File: src/rtl/stopwatch_pkg.sv
// rtl/stopwatch_pkg.sv - shared types and constants for the stopwatch core
//
// Contents:
//   sw_state_e  - control FSM state encoding (IDLE/RUN/PAUSE)
//   BCD_W       - width of one BCD digit
//   BCD_MAX     - largest legal BCD digit value
//   NUM_DIGITS  - number of time digits (tens of s, s, tenths, hundredths)
//   bcd_inc     - increment one BCD digit with 9 -> 0 wrap
package stopwatch_pkg;

  typedef enum logic [1:0] {
    ST_IDLE  = 2'd0,
    ST_RUN   = 2'd1,
    ST_PAUSE = 2'd2
  } sw_state_e;

  localparam int BCD_W      = 4;
  localparam logic [BCD_W-1:0] BCD_MAX = 4'd9;
  localparam int NUM_DIGITS = 4;

  // Anything at or above 9 wraps to 0, so a digit can never leave 0..9.
  function automatic logic [BCD_W-1:0] bcd_inc(input logic [BCD_W-1:0] d);
    return (d >= BCD_MAX) ? '0 : d + 1'b1;
  endfunction

endpackage

File: src/rtl/btn_conditioner.sv
// rtl/btn_conditioner.sv - button synchroniser, debouncer and press-pulse generator
//
// Ports:
//   clk   in  system clock
//   rst   in  synchronous active-low reset
//   btn   in  raw asynchronous button, active-high
//   press out one-cycle pulse on each accepted rising edge of the debounced level
module btn_conditioner #(
  parameter int DB_CYCLES = 1_000_000
) (
  input  logic clk,
  input  logic rst,
  input  logic btn,
  output logic press
);

  localparam int CNT_W = (DB_CYCLES > 1) ? $clog2(DB_CYCLES) : 1;

  logic             sync_1;
  logic             sync_2;
  logic             level;
  logic             level_d;
  logic [CNT_W-1:0] cnt;

  always_ff @(posedge clk) begin
    if (!rst) begin
      sync_1  <= 1'b0;
      sync_2  <= 1'b0;
      level   <= 1'b0;
      level_d <= 1'b0;
      cnt     <= '0;
      press   <= 1'b0;
    end else begin
      sync_1  <= btn;
      sync_2  <= sync_1;
      level_d <= level;
      press   <= level & ~level_d;
      // cnt holds how many consecutive cycles sync_2 has disagreed with level;
      // the DB_CYCLES-th disagreeing cycle flips level.
      if (sync_2 != level) begin
        if (cnt == CNT_W'(DB_CYCLES - 1)) begin
          level <= sync_2;
          cnt   <= '0;
        end else begin
          cnt <= cnt + 1'b1;
        end
      end else begin
        cnt <= '0;
      end
    end
  end

endmodule

File: src/rtl/stopwatch_core.sv
// rtl/stopwatch_core.sv - stopwatch FSM, prescaler, BCD time counter and lap bank
//
// Ports:
//   clk, rst                    clock and synchronous active-low reset
//   start_btn, lap_btn          raw buttons, active-high
//   run_a..run_d                running time BCD: tens of s, s, tenths, hundredths
//   lap_e..lap_h                captured lap time, same digit order
//   run                         high while in RUN
//   start_press                 one-cycle pulse per accepted start press
//   lap_valid                   lap digits hold a capture
//   overflow                    one-cycle pulse when 99.99 wraps to 00.00
module stopwatch_core
  import stopwatch_pkg::*;
#(
  parameter int CLK_HZ    = 100_000_000,
  parameter int TICK_HZ   = 100,
  parameter int DB_CYCLES = 1_000_000
) (
  input  logic             clk,
  input  logic             rst,
  input  logic             start_btn,
  input  logic             lap_btn,
  output logic [BCD_W-1:0] run_a,
  output logic [BCD_W-1:0] run_b,
  output logic [BCD_W-1:0] run_c,
  output logic [BCD_W-1:0] run_d,
  output logic [BCD_W-1:0] lap_e,
  output logic [BCD_W-1:0] lap_f,
  output logic [BCD_W-1:0] lap_g,
  output logic [BCD_W-1:0] lap_h,
  output logic             run,
  output logic             start_press,
  output logic             lap_valid,
  output logic             overflow
);

  localparam int TICK_DIV = CLK_HZ / TICK_HZ;
  localparam int PRE_W    = $clog2(TICK_DIV);

  sw_state_e state_q, state_d;
  logic      start_pulse, lap_pulse;
  logic      do_capture, do_clear, clr_valid;
  logic      tick, carry;

  logic [PRE_W-1:0]                  presc_q;
  // Index NUM_DIGITS-1 is the most significant digit (run_a / lap_e).
  logic [NUM_DIGITS-1:0][BCD_W-1:0] digit_q, digit_d;
  logic [NUM_DIGITS-1:0][BCD_W-1:0] lap_q;

  btn_conditioner #(.DB_CYCLES(DB_CYCLES)) u_start_cond (
    .clk   (clk),
    .rst   (rst),
    .btn   (start_btn),
    .press (start_pulse)
  );

  btn_conditioner #(.DB_CYCLES(DB_CYCLES)) u_lap_cond (
    .clk   (clk),
    .rst   (rst),
    .btn   (lap_btn),
    .press (lap_pulse)
  );

  // Start always wins; a lap press arriving with it is simply ignored.
  always_comb begin
    state_d    = state_q;
    do_capture = 1'b0;
    do_clear   = 1'b0;
    clr_valid  = 1'b0;
    case (state_q)
      ST_IDLE: begin
        if (start_pulse) state_d = ST_RUN;
      end
      ST_RUN: begin
        if (start_pulse) begin
          state_d   = ST_PAUSE;
          clr_valid = 1'b1;
        end else if (lap_pulse) begin
          do_capture = 1'b1;
        end
      end
      ST_PAUSE: begin
        if (start_pulse) begin
          state_d = ST_RUN;
        end else if (lap_pulse) begin
          state_d  = ST_IDLE;
          do_clear = 1'b1;
        end
      end
      default: state_d = ST_IDLE;
    endcase
  end

  assign tick = (state_q == ST_RUN) && (presc_q == PRE_W'(TICK_DIV - 1));

  // Ripple the tick through the digits; carry out of the top digit is the wrap.
  always_comb begin
    digit_d = digit_q;
    carry   = tick;
    for (int i = 0; i < NUM_DIGITS; i++) begin
      if (carry) begin
        digit_d[i] = bcd_inc(digit_q[i]);
        carry      = (digit_q[i] >= BCD_MAX);
      end
    end
  end

  always_ff @(posedge clk) begin
    if (!rst) begin
      state_q     <= ST_IDLE;
      presc_q     <= '0;
      digit_q     <= '0;
      lap_q       <= '0;
      lap_valid   <= 1'b0;
      start_press <= 1'b0;
      overflow    <= 1'b0;
    end else begin
      state_q     <= state_d;
      start_press <= start_pulse;
      overflow    <= carry;
      if (do_clear) begin
        presc_q   <= '0;
        digit_q   <= '0;
        lap_q     <= '0;
        lap_valid <= 1'b0;
      end else begin
        case (state_q)
          ST_RUN:  presc_q <= tick ? '0 : presc_q + 1'b1;
          ST_IDLE: presc_q <= '0;
          default: presc_q <= presc_q;
        endcase
        digit_q <= digit_d;
        // Capture the pre-tick digits so a lap never sees a half-updated value.
        if (do_capture) begin
          lap_q     <= digit_q;
          lap_valid <= 1'b1;
        end else if (clr_valid) begin
          lap_valid <= 1'b0;
        end
      end
    end
  end

  assign run   = (state_q == ST_RUN);
  assign run_a = digit_q[3];
  assign run_b = digit_q[2];
  assign run_c = digit_q[1];
  assign run_d = digit_q[0];
  assign lap_e = lap_q[3];
  assign lap_f = lap_q[2];
  assign lap_g = lap_q[1];
  assign lap_h = lap_q[0];

endmodule

File: config.mk
export PLATFORM = sky130hd
export DESIGN_NAME = stopwatch_core
export DESIGN_NICKNAME = d
export VERILOG_FILES = /design/src/rtl/stopwatch_pkg.sv /design/src/rtl/btn_conditioner.sv /design/src/rtl/stopwatch_core.sv
export SDC_FILE = /design/constraint.sdc
export NUM_CORES = 1
export LEC_CHECK = 0
export CAP_MARGIN = 20
export CORE_MARGIN = 2
export CORE_UTILIZATION = 34
export CTS_BUF_LIST = sky130_fd_sc_hd__clkbuf_4
export CTS_CLUSTER_SIZE = 12
export DETAILED_ROUTE_END_ITERATION = 12
export SLEW_MARGIN = 15
export SYNTH_ARGS = -nofsm -noshare
export SYNTH_HDL_FRONTEND = slang
export SYNTH_SLANG_ARGS = --single-unit
export TNS_END_PERCENT = 30
File: constraint.sdc
create_clock -name clk -period 2.2 [get_ports clk]
set_input_delay 0.33 -clock clk [delete_from_list [all_inputs] [get_ports clk]]
set_output_delay 0.33 -clock clk [all_outputs]
set_load 0.05 [all_outputs]
==> results by group <==
STA
  – Slew Limit Headroom: 60.8%
  – Final Max Tran Viols: 0
  – Setup WS post-layout: slightly below 0.07 ns
  – Final Critical Period: around 2.1 ns
  – FMAX: 0.469 GHz
  – Post-route setup TNS: 0 ns
  – Worst Max-Slew Pin Slew: 0.588 ns
  – Worst clock skew: 0.0135 ns
  – RSZ-0062 raised after global routing: false
  – Final hold vios: 0
  – Final Cycle Share: 96.9%
  – Final setup viols: 0

Placement
  – Worst slack, placed: 0.161 ns
  – Placer Congestion: 0.831
  – PortBufs: 39
  – Final HPWL DP: 7.11 mm

Flow run
  – # Max-Cap Violations: 0

Floorplan
  – Boundary Pins: 40
  – Rows: 43
  – Die W: 122 um
  – Vert. Die Dim: roughly 120 um
  – Die ar.: ~15000 um2
  – Initial Util: 34.6%
  – Core area: about 14000 um2

Synthesis
  – Synth async-reset ratio: 0%
  – Yosys warns: 0
  – Mean post-synth cell area: between 8 and 9 um2
  – Synth Register Bits: ~110
  – Register area share after synthesis: about 45%
  – Ys flop type: dfxtp_1
  – Synthesized area: approximately 4800 um2
  – Synth Instances: 556
  – Post-synthesis net count: 575
  – Post-synth cell types: 51
  – Post-synth EDFFs: 0

Layout
  – Fill count: 1409
  – Commonest non-fill, non-tap cell in the layout: dfxtp_1
  – Nets: 624
  – Area grow syn2layout: 17.5%
  – Sequential cell area: 2140 um2
  – Layout cells sized above 1: under 10%
  – Area taken by multi-input logic gates: 2460 um2
  – Most frequent cells in the layout: 105 x dfxtp_1, 70 x nand2_1, 64 x nor2_1, 38 x nand3_1, 35 x a21oi_1

CTS
  – Max clock buf depth: 2
  – CTS Root Cell: clkbuf_4
  – Setup bufs post-CTS: 0
  – Clock-pin slew on the worst setup and hold paths: 0.15 ns
  – Worst-Skew Late Latency: ~0.48 ns
  – H-tree depth: 3
  – CTS tree: yes
  – Hold_buf cts: 0
  – Sink Count: between 100 and 150
  – Total CTS buffers: 9
  – Post-CTS Resized: 1

Setup path
  – Crit path kind: flip-flop to output pin
  – Critical Path RT: 1.87 ns
  – Max FO, Critical Path: 5
  – Critical path capture point type: output pin
  – Critical path data arrival time: 1.80 ns
  – Setup crit start kind: flip-flop

Global route
  – Largest net degree at the start of global routing: 34
  – Initial antenna violation count: 0
  – Met2 GRT Util: between 20% and 30%
  – GRT overflow: 0
  – Global routing usage on met3: 3.16%
  – GR peak layer: met2
  – Met1 usage: 18.9%
  – GRT Util Overall: ~14%
  – First-pass GRT wire length: 16.8 mm
  – Vias in the first global route: 3609

Route
  – DRT antenna net count: 0
  – Total Wirelength: roughly 10 mm
  – Via/cell ratio: 4.98
  – Wire per inst: 12.6 um
  – Starting DRT DRC Count: 168
  – Vias: 3942
  – Detailed-route DRC error count: 0
  – Drt pass-1 iters: 4

Pwr
  – Leakage: slightly above 2 nW
  – P per Cell Area: 529 nW/um2
  – Max IR drop VDD: around 0.00034 V

Worst hold path
  – Worst hold path class: flip-flop to flip-flop

Outcome
  – Status: finished, final reports clean
[metal layers]
layer	vias to the layer above	wire (um)
li1	2028	-
met5	-	0
met1	1854	5080
met4	0	182
met3	15	293
met2	45	4440
[cell families (layout without fill, tap and decap cells)]
| logic type | Yosys count | in the layout | share of synthesized area [%] |
|---|---|---|---|
| compound gates | 82 | 82 | 10.4 |
| fa+ha+maj | 15 | 15 | 3.93 |
| xor+xnor | 42 | 42 | 7.71 |
| other cells | 0 | 1 | 0 |
| simple gates | 262 | 262 | 28.1 |
| buf+inv | 42 | 96 | 3.72 |
| mux | 6 | 6 | 1.26 |
| flops | 107 | 107 | 44.9 |
[stage by stage]
step	instance area, um2	instances	total power [mW]	hold slack, ns	util (%)
after global placement	5440	774	2.03	0.375	39.5
after detailed placement	5440	774	2.03	0.382	39.5
after CTS	5570	790	3.01	0.372	40.5
after global routing	5600	790	3.09	0.391	40.7
final	5600	791	2.96	0.397	40.7
after floorplan	4770	556	2.01	0.367	-
[power breakdown]
group / leakage, nW / total [mW] / internal, mW / switching [mW]
sequential: 0.863 / 1.95 / 1.94 / 0.00282
clock: 0.0651 / 0.976 / 0.348 / 0.628
combinational: 1.09 / 0.0420 / 0.0155 / 0.0265
total: 2.02 / 2.96 / 2.31 / 0.657
[area by class of cell]
type                    instances  area share, %
diodes                          1         0.0447
clock buffers                  10           1.34
clock inverters                 6           1.00
inverters                      23           1.54
multi-input cells             407           43.9
flip-flops and latches        107           38.3
well taps                     180           4.02
repair buffers                 57           9.85
[Yosys cell counts (all sizes together) (13+ instances only)]
master | count | area, um2
nor3 | 13 | 75.1
nand3 | 38 | 190
inv | 23 | 86.3
xor2 | 18 | 158
nand4 | 15 | 100
xnor2 | 24 | 210
ha | 15 | 188
o21ai | 15 | 75.1
a21oi | 35 | 175
nor2 | 64 | 240
dfxtp | 107 | 2140
nand2 | 70 | 263
[sequential cells by signal, indices dropped and copies added, names as in the netlist, 2 cells and up]
| signal | flops |
|---|---|
| run_a | 4 |
| u_lap_cond.cnt | 20 |
| u_start_cond.cnt | 20 |
| lap_e | 4 |
| presc_q | 20 |
| run_d | 4 |
| state_q | 2 |
| run_c | 4 |
| lap_g | 4 |
| lap_f | 4 |
| run_b | 4 |
| lap_h | 4 |
[critical path: stages, from the launching register on]
cell and delay, ns:
dfxtp_1 0.38, buf_4 0.15, clkdlybuf4s50_1 0.80
[path summary, 6_finish.rpt]
path	start	end	slack (ns)	cells past startpoint
max reg2reg	run_d[0]$_SDFFE_PP0P_	run_a[2]$_SDFFE_PP0P_	0.20	7
min	u_lap_cond.level_d$_SDFF_PN0_	u_lap_cond.press$_SDFF_PN0_	0.40	1
max	run_d[3]$_SDFFE_PP0P_	run_d[3]	0.07	2
min reg2reg	u_lap_cond.level_d$_SDFF_PN0_	u_lap_cond.press$_SDFF_PN0_	0.40	1
Note: power is estimated with default switching activity, not from simulation.
